### config.mk
export PLATFORM = sky130hd
export DESIGN_NAME = svn_scan_mux_flat
export DESIGN_NICKNAME = d
export VERILOG_FILES = /design/src/rtl/svn_pkg.sv /design/src/rtl/svn_scan_mux_if.sv /design/src/rtl/svn_dcdr.sv /design/src/rtl/svn_scan_mux.sv /design/src/flat_wrapper.sv
export SDC_FILE = /design/constraint.sdc
export NUM_CORES = 1
export LEC_CHECK = 0
export CORE_MARGIN = 2
export CORE_UTILIZATION = 55
export CTS_BUF_LIST = sky130_fd_sc_hd__clkbuf_16
export CTS_CLUSTER_SIZE = 12
export DETAILED_ROUTE_END_ITERATION = 12
export GPL_TIMING_DRIVEN = 0
export PLACE_DENSITY_LB_ADDON = 0.25
export SETUP_SLACK_MARGIN = 0.5
export SLEW_MARGIN = 40
export SYNTH_ARGS = -nofsm -noshare
export SYNTH_HDL_FRONTEND = slang
export SYNTH_SLANG_ARGS = --single-unit
### constraint.sdc
create_clock -name clk -period 5.98 [get_ports clk]
set_input_delay 0.897 -clock clk [delete_from_list [all_inputs] [get_ports clk]]
set_output_delay 0.897 -clock clk [all_outputs]
set_load 0.005 [all_outputs]
### src/rtl/svn_pkg.sv
// rtl/svn_pkg.sv - shared constants for the seven-segment scan multiplexer
package svn_pkg;

    localparam int MAX_DIGITS = 8;

    localparam logic [6:0] SEG_BLANK = 7'h7F;

    // Active-low {g,f,e,d,c,b,a} patterns for hex 0..F
    localparam logic [6:0] SEG_HEX [16] = '{
        7'h40, 7'h79, 7'h24, 7'h30, 7'h19, 7'h12, 7'h02, 7'h78,
        7'h00, 7'h10, 7'h08, 7'h03, 7'h46, 7'h21, 7'h06, 7'h0E
    };

    function automatic logic [6:0] hex_to_seg(input logic [3:0] v);
        return SEG_HEX[v];
    endfunction

endpackage

### src/rtl/svn_scan_mux_if.sv
// rtl/svn_scan_mux_if.sv - update/display bundle between a host and the scan multiplexer
interface svn_scan_mux_if #(
    parameter int NUM_DIGITS = 8
);
    logic [4*NUM_DIGITS-1:0] digits;
    logic [NUM_DIGITS-1:0]   dp_in;
    logic [NUM_DIGITS-1:0]   blank;
    logic                    upd;
    logic                    upd_ack;
    logic [6:0]              seg;
    logic                    DP;
    logic [NUM_DIGITS-1:0]   AN;
    logic                    frame;

    modport master (
        output digits, dp_in, blank, upd,
        input  upd_ack, seg, DP, AN, frame
    );

    modport slave (
        input  digits, dp_in, blank, upd,
        output upd_ack, seg, DP, AN, frame
    );
endinterface

### src/rtl/svn_dcdr.sv
// rtl/svn_dcdr.sv - combinational hex nibble to active-low segment decoder
module svn_dcdr
    import svn_pkg::*;
(
    input  logic [3:0] hex_i,
    output logic [6:0] seg_o
);
    assign seg_o = hex_to_seg(hex_i);
endmodule

### src/rtl/svn_scan_mux.sv
// rtl/svn_scan_mux.sv - double-buffered multiplexed seven-segment scanner
// Optional anode PWM dimming is compiled in with SVN_SCAN_DIM_EN.
module svn_scan_mux
    import svn_pkg::*;
#(
    parameter int NUM_DIGITS = 8,
    parameter int SCAN_DIV   = 100000
) (
    input  logic clk,
    input  logic sys_rst,
`ifdef SVN_SCAN_DIM_EN
    input  logic [3:0] dim,
`endif
    svn_scan_mux_if.slave bus
);
    localparam int CNT_W = (SCAN_DIV > 1) ? $clog2(SCAN_DIV) : 1;
    localparam int IDX_W = $clog2(MAX_DIGITS);

    typedef struct packed {
        logic [4*NUM_DIGITS-1:0] digits;
        logic [NUM_DIGITS-1:0]   dp;
        logic [NUM_DIGITS-1:0]   blank;
    } disp_t;

    logic [CNT_W-1:0]      cnt_q, cnt_d;
    logic [IDX_W-1:0]      idx_q, idx_d;
    logic                  pending_q, pending_d;
    disp_t                 hold_q, hold_d;
    disp_t                 shadow_q, shadow_d;
    logic                  upd_ack_q, upd_ack_d;
    logic                  frame_q, frame_d;
    logic [6:0]            seg_q, seg_d;
    logic                  dp_q, dp_d;
    logic [NUM_DIGITS-1:0] an_q, an_d;

    logic       tick, xfer;
    disp_t      src;
    logic [3:0] nib;
    logic       dp_sel, blank_sel;
    logic [6:0] dec_seg;

    assign tick = (cnt_q == CNT_W'(SCAN_DIV - 1));
    assign xfer = tick && (idx_q == '0) && pending_q;
    // On the transfer tick slot 0 must already show the new data, so bypass the shadow
    assign src  = xfer ? hold_q : shadow_q;

    always_comb begin
        nib       = 4'h0;
        dp_sel    = 1'b0;
        blank_sel = 1'b0;
        for (int k = 0; k < NUM_DIGITS; k++) begin
            if (idx_q == IDX_W'(k)) begin
                nib       = src.digits[4*k +: 4];
                dp_sel    = src.dp[k];
                blank_sel = src.blank[k];
            end
        end
    end

    svn_dcdr u_dcdr (
        .hex_i (nib),
        .seg_o (dec_seg)
    );

    always_comb begin
        cnt_d     = tick ? '0 : cnt_q + CNT_W'(1);
        idx_d     = idx_q;
        seg_d     = seg_q;
        dp_d      = dp_q;
        an_d      = an_q;
        hold_d    = hold_q;
        shadow_d  = xfer ? hold_q : shadow_q;
        pending_d = bus.upd | (pending_q & ~xfer);
        upd_ack_d = xfer;
        frame_d   = tick && (idx_q == '0);
        if (bus.upd) begin
            hold_d = '{digits: bus.digits, dp: bus.dp_in, blank: bus.blank};
        end
        if (tick) begin
            idx_d = (idx_q == IDX_W'(NUM_DIGITS - 1)) ? '0 : idx_q + IDX_W'(1);
            seg_d = blank_sel ? SEG_BLANK : dec_seg;
            dp_d  = blank_sel | ~dp_sel;
            an_d  = ~(NUM_DIGITS'(1) << idx_q);
        end
    end

    always_ff @(posedge clk) begin
        if (sys_rst) begin
            cnt_q     <= '0;
            idx_q     <= '0;
            pending_q <= 1'b0;
            hold_q    <= '0;
            shadow_q  <= '0;
            upd_ack_q <= 1'b0;
            frame_q   <= 1'b0;
            seg_q     <= SEG_BLANK;
            dp_q      <= 1'b1;
            an_q      <= '1;
        end else begin
            cnt_q     <= cnt_d;
            idx_q     <= idx_d;
            pending_q <= pending_d;
            hold_q    <= hold_d;
            shadow_q  <= shadow_d;
            upd_ack_q <= upd_ack_d;
            frame_q   <= frame_d;
            seg_q     <= seg_d;
            dp_q      <= dp_d;
            an_q      <= an_d;
        end
    end

`ifdef SVN_SCAN_DIM_EN
    logic [3:0]            pwm_q, pwm_d;
    logic [NUM_DIGITS-1:0] an_pwm_q, an_pwm_d;

    always_comb begin
        pwm_d    = pwm_q + 4'd1;
        an_pwm_d = an_d | {NUM_DIGITS{pwm_q > dim}};
    end

    always_ff @(posedge clk) begin
        if (sys_rst) begin
            pwm_q    <= 4'd0;
            an_pwm_q <= '1;
        end else begin
            pwm_q    <= pwm_d;
            an_pwm_q <= an_pwm_d;
        end
    end

    assign bus.AN = an_pwm_q;
`else
    assign bus.AN = an_q;
`endif

    assign bus.seg     = seg_q;
    assign bus.DP      = dp_q;
    assign bus.upd_ack = upd_ack_q;
    assign bus.frame   = frame_q;
endmodule

### src/flat_wrapper.sv
// flat-port wrapper written by rule: the top's interface ports become plain ports
module svn_scan_mux_flat import svn_pkg::*;
#(
    parameter int NUM_DIGITS = 8,
    parameter int SCAN_DIV   = 100000
)
  (clk, sys_rst, bus_digits, bus_dp_in, bus_blank, bus_upd, bus_upd_ack, bus_seg, bus_DP, bus_AN, bus_frame);
  svn_scan_mux_if #(.NUM_DIGITS(NUM_DIGITS)) bus_i ();
  input  logic clk;
  input  logic sys_rst;
  input wire logic [$bits(bus_i.digits)-1:0] bus_digits;
  input wire logic [$bits(bus_i.dp_in)-1:0] bus_dp_in;
  input wire logic [$bits(bus_i.blank)-1:0] bus_blank;
  input wire logic [$bits(bus_i.upd)-1:0] bus_upd;
  output wire logic [$bits(bus_i.upd_ack)-1:0] bus_upd_ack;
  output wire logic [$bits(bus_i.seg)-1:0] bus_seg;
  output wire logic [$bits(bus_i.DP)-1:0] bus_DP;
  output wire logic [$bits(bus_i.AN)-1:0] bus_AN;
  output wire logic [$bits(bus_i.frame)-1:0] bus_frame;
  assign bus_i.digits = bus_digits;
  assign bus_i.dp_in = bus_dp_in;
  assign bus_i.blank = bus_blank;
  assign bus_i.upd = bus_upd;
  assign bus_upd_ack = bus_i.upd_ack;
  assign bus_seg = bus_i.seg;
  assign bus_DP = bus_i.DP;
  assign bus_AN = bus_i.AN;
  assign bus_frame = bus_i.frame;
  svn_scan_mux #(.NUM_DIGITS(NUM_DIGITS), .SCAN_DIV(SCAN_DIV)) u_core (.clk(clk), .sys_rst(sys_rst), .bus(bus_i));
endmodule
* After elaboration in Yosys (flattened, before gate mapping)
Memory sizes are Yosys's and may differ from the RTL's. Cells that the tools add are included.
Word-level totals: register bits after elaboration 135, memory bits (read-only) 112, bits of input ports 51, logic and storage cells 67, memories 1
Memory list:
- (no name shown) | depth 16, width 7, rd ports 1, clocked after memory_dff 0, write ports 0, line svn_pkg.sv:15 | return SEG_HEX[v];
Operators by class: add/sub/neg operators 2, $lt $le $gt $ge 1, eq/ne operators 8, shift operators 1, mux-type cells 29, bitwise operators 7, reduce and logical (&&, ||, !) cells 4
Operators with widths (number):
- 2-to-1 mux 48 bit | 1
- 2-to-1 mux 4 bit | 8
- 2-to-1 mux 7 bit | 3
- adder 17 x 1 -> 17 bit (second input constant) | 1
- equality test 17 bit (second input constant) | 1
- 2-to-1 mux 1 bit | 16
- equality test 3 bit (second input constant) | 4
- inverter 8 bit | 1
- << shifter 1 x 3 -> 8 bit (first input constant) | 1
- equality test 3 x 2 -> 1 bit (second input constant) | 2
- >= comparator 5 bit (second input constant) | 1
- inverter 4 -> 5 bit | 1
- adder 3 x 1 -> 3 bit (second input constant) | 1
- equality test 3 x 1 -> 1 bit (second input constant) | 1
- logical NOT 3 bit | 1
- 2-to-1 mux 3 bit | 1
- logical AND 1 bit | 2
- inverter 1 bit | 2
- OR 1 bit | 2
- OR reduction 2 bit | 1
- bitwise AND 1 bit | 1

* Depth between registers and ports, before layout
depth after elaboration 17, gate-level depth with buffers 15, mapped depth without buffers 14

* Hierarchy
A second synthesis with hierarchy kept.
Second synthesis, totals: cell total of the unflattened synthesis 645, area total of the unflattened synthesis 5785.5 um2
Modules (own cells, without submodules):
- svn_scan_mux | times used 1, cells an instance 610, area an instance 5537.8 um2, sequential area each 2702.6 um2
- svn_dcdr | times used 1, cells an instance 35, area an instance 247.7 um2, sequential area each 0.0 um2

* Worst setup path after synthesis
Ideal clock, no wire load.
kind register to register, start register u_core.cnt_q[8], end register u_core.seg_q[0], in the netlist u_core.bus.seg[0], library setup time 0.120 ns, arrival 3.187 ns, required time 5.860 ns, setup slack 2.673 ns, stages on the path, launching flop included 14, buffers on the path 3, clock period less this slack 3.307 ns, path through dfxtp_1 or4b_4 or4_1 buf_2 buf_2 buf_6 o211ai_1 o211ai_1 o211ai_1 o221ai_2 ha_1 or3b_1 o211ai_1 a21oi_1
Between the ends: word-level cells in the longest chain between the ends 17, elaborated cells between the ends (all ways) 25
RTL lines:
- start, declared | line svn_scan_mux.sv:25 | logic [CNT_W-1:0] cnt_q, cnt_d;
- start signal, assigned | line svn_scan_mux.sv:100 | cnt_q <= cnt_d;
- equality test 17 bit (*) | line svn_scan_mux.sv:42 | assign tick = (cnt_q == CNT_W'(SCAN_DIV - 1));
- logical AND 1 bit (2 in series) | line svn_scan_mux.sv:43 | assign xfer = tick && (idx_q == '0) && pending_q;
- 2-to-1 mux 48 bit | line svn_scan_mux.sv:45 | assign src = xfer ? hold_q : shadow_q;
- 2-to-1 mux 4 bit (8 in series) | line svn_scan_mux.sv:52 | if (idx_q == IDX_W'(k)) begin
- inverter 4 -> 5 bit (not written as such) | line svn_pkg.sv:15
- memory (16 x 7 bit)
- 2-to-1 mux 7 bit (not written as such) (2 in series) | line svn_pkg.sv:15
- 2-to-1 mux 7 bit | line svn_scan_mux.sv:81 | seg_d = blank_sel ? SEG_BLANK : dec_seg;
- end signal, assigned | line svn_scan_mux.sv:107 | seg_q <= seg_d;
- end, declared | line svn_scan_mux.sv:32 | logic [6:0] seg_q, seg_d;
Mark *: on every way between the ends. The rest lies on a longest branch, timed or not. The select of a mux whose other input is x is not followed. A chain may end at the register's enable or synchronous reset.

* Worst setup path after layout
start register u_core.cnt_q[0], end register u_core.seg_q[0], in the netlist u_core.bus.seg[0]
Same word-level chain as after synthesis.

==> flow_summary.yaml <==
run_status:
  outcome: "finished, final reports clean"
grt:
  grt_pass1_vias: 5045
  antenna_found_initial: 0
  grt_util_met2: 0.493
  gr-usage-met1: 0.353
  grt_overflow: 0
  grt_use_total: 0.289
  grt_use_met3: 0.0711
  grt_pass1_wl_mm: 25.3
  grt_max_degree: 17
  grt_busiest_layer: "met2"
power_and_ir_drop:
  leakage_nw: 2.96
  p_per_area_nw_per_um2: 301
  ir_drop_v: 0.000341
  power_mw: 2.21
place:
  dp_hpwl_mm: 11.3
  gp_congestion: 0.913
  portBuffers: 67
critical_path:
  crit_type: "flip-flop to flip-flop"
  worstPathArrival_ns: 4.46
  critPathCaptureType: "flip-flop"
  crit_slowest_cell: "or4_1"
  cp_max_fo: 10
  crit_start: "u_core.cnt_q[0]"
  cp_cell_sequence: "ha_1 > nand4_1 > or4_1 > buf_2 > buf_2 > buf_6 > o211ai_1 > o211ai_1 > o211ai_1 > o221ai_2 > ha_1 > or3b_1 > o211ai_1 > a21oi_1"
  worst_path_largest_cell_delay_ns: 0.58
  start_kind: "flip-flop"
  cpMostUsedCell: "o211ai_1"
  cp.required_ns: 6.28
  r2r_start: "u_core.cnt_q[0]"
timing:
  fin_crit_ns: 4.16
  slew_headroom: 0.450
  max_freq_mhz: 241
  fin_tns_setup_ns: 0
  finalSetupViolations: 0
  clock_skew_ns: 0.00885
  hold_ws_ns: 0.459
  rsz0062_at_grt: "no"
  finalHoldViolations: 0
  slew_violations: 0
  worstMarginPinSlew_ns: 0.825
  fin_crit_sh: 0.695
route:
  wire_per_inst_um: 17.7
  route.detailed.drc: 0
  via_per_inst: 5.71
  vias: 5101
  wl_mm: 15.8
  antenna_left: 0
  dr.first_iter.drc_count: 305
  first_pass_iters: 5
die:
  die_x_um: 107
  core_area_um2: 10300
  ios: 69
  num_rows: 37
  die_h_um: 107
  die_area_um2: 11500
  initial_core_util: 0.565
logic_synthesis:
  synth-compound-area-share: 0.140
  synth_xor_area_frac: 0.0195
  synth-edff-count: 0
  syn_nets: 725
  synth_top_family_by_area: "simple AND/OR/NAND/NOR gates"
  synth-simple-area-share: 0.192
  async_flop_share: 0
  post_synth_num_cell_types: 65
  netlist_instances: 661
  avgSynthCellArea_um2: 8.83
  synthFlopType: "dfxtp_1"
  yosysWarnings: 0
  synth-seq-cells: 135
  syn-cell-area_um2: 5840
  ys_seq_area_frac: 0.463
  muxShareOfSynthArea: 0.117
  synth-adder-area-share: 0.0279
layout:
  diodes: 0
  final_cell_mix: "dfxtp_1 (135), nor2_1 (111), mux2i_1 (67), clkdlybuf4s50_1 (67), nand2_1 (59)"
  final_common_cell: "dfxtp_1"
  nFillCells: 810
  post-route-util: 0.711
  synthToLayoutAreaGrowth_pct: 25.8
  layout-drive-gt1-share: 0.0673
  nNetsFinal: 811
clocking:
  clock_path_buffers: 2
  clk_pin_slew_ns: 0.06
  clk-insertion-delay-late_ns: 0.42
  root_buffer: "clkbuf_16"
  cts_buffers: 17
  hold_buffers: 0
  ctsResizeCount: 0
  post_cts_buffers: 0
  clock_sinks: 135
  cts_tree: "yes"
  htree_levels: 4
worst_hold_path:
  hp-class: "flip-flop to flip-flop"
  hold_start: "u_core.shadow_q[37]"
flow_run:
  drv_cap: 0
## worst max-delay path, delay by kind of cell, from the launching register on
family          cells  cell delay (ns)
simple gates        3             1.31
compound gates      6             1.19
buf+inv             3             0.59
fa+ha+maj           2             0.54
flops               1             0.39
## metal layers
layer  vias to the layer above  share of wire
li1                       2455              -
met1                      2446           0.43
met2                       165           0.49
met3                        35          0.064
met4                         0          0.023
met5                         -              0
## cells by family after synthesis
family / after synthesis
xor gates and xnor gates: 13
muxes: 68
adders and majority gates: 13
AOI/OAI and AO/OA: 128
and+or+nand+nor: 245
DFF: 135
buffers and inverters: 59
## metrics by stage
step / setup slack (ns) / cell area [um^2] / std cells
2_1_floorplan: 2.67 / 5840 / 661
3_3_place_gp: 2.10 / 6680 / 864
3_5_place_dp: 1.98 / 6680 / 864
4_1_cts: 1.97 / 7330 / 894
5_1_grt: 1.52 / 7340 / 894
6_report: 1.82 / 7340 / 894
## Yosys cell counts, types with 2 or more instances
cell / count / area share
dfxtp_1: 135 / 0.46
nor2_1: 111 / 0.071
mux2i_1: 67 / 0.11
nand2_1: 59 / 0.038
a21oi_1: 56 / 0.048
clkbuf_1: 30 / 0.019
nand3_1: 29 / 0.025
o21ai_0: 16 / 0.014
ha_1: 13 / 0.028
inv_1: 13 / 0.0084
a31oi_1: 9 / 0.0096
xor2_1: 9 / 0.014
a211o_1: 8 / 0.012
buf_1: 7 / 0.0045
o21ai_1: 7 / 0.0060
nor2b_1: 6 / 0.0064
and2_1: 5 / 0.0054
and3_1: 5 / 0.0054
buf_2: 5 / 0.0043
nor3_1: 4 / 0.0034
o211ai_1: 4 / 0.0051
xnor2_1: 4 / 0.0060
a211oi_1: 3 / 0.0039
nand4_1: 3 / 0.0032
o21a_1: 3 / 0.0039
or3_1: 3 / 0.0032
a221oi_1: 2 / 0.0030
a22o_1: 2 / 0.0030
buf_6: 2 / 0.0039
nand2b_1: 2 / 0.0021
nand3b_1: 2 / 0.0026
nor4_2: 2 / 0.0043
o21bai_1: 2 / 0.0026
or3b_1: 2 / 0.0030
## final cells by class
type	count	area, um^2	share of cell area
buffer	44	186	0.0254
clock buffer	17	425	0.0579
clock inverter	13	230	0.0314
inverter	15	56.3	0.00767
multi-input combinational	467	2900	0.395
sequential	135	2700	0.368
tap	136	170	0.0232
timing repair buffer	67	671	0.0913
## path summary, 6_finish.rpt
| path | end | slack, ns | cells after the start |
|---|---|---|---|
| setup / recovery | u_core.bus.seg[0] | 1.82 | 14 |
| hold / removal | u_core.shadow_q[37] | 0.46 | 2 |
| setup reg to reg | u_core.bus.seg[0] | 1.82 | 14 |
| hold reg to reg | u_core.shadow_q[37] | 0.46 | 2 |
## flip-flops by register name, indices dropped and copies added, names as in the netlist
register,cells
u_core.bus.seg,7
u_core.shadow_q,48
u_core.cnt_q,17
u_core.bus.DP,1
u_core.bus.AN,8
u_core.hold_q,48
u_core.idx_q,3
u_core.pending_q,1
u_core.bus.frame,1
u_core.bus.upd_ack,1
## report_power, final
group	switching [mW]	total [mW]	internal, mW
Combinational	0.0508	0.104	0.0537
Clock	0.390	1.17	0.776
Sequential	0.0157	0.937	0.921
Total	0.456	2.21	1.75
No activity file was read; power rests on OpenSTA's default activity.
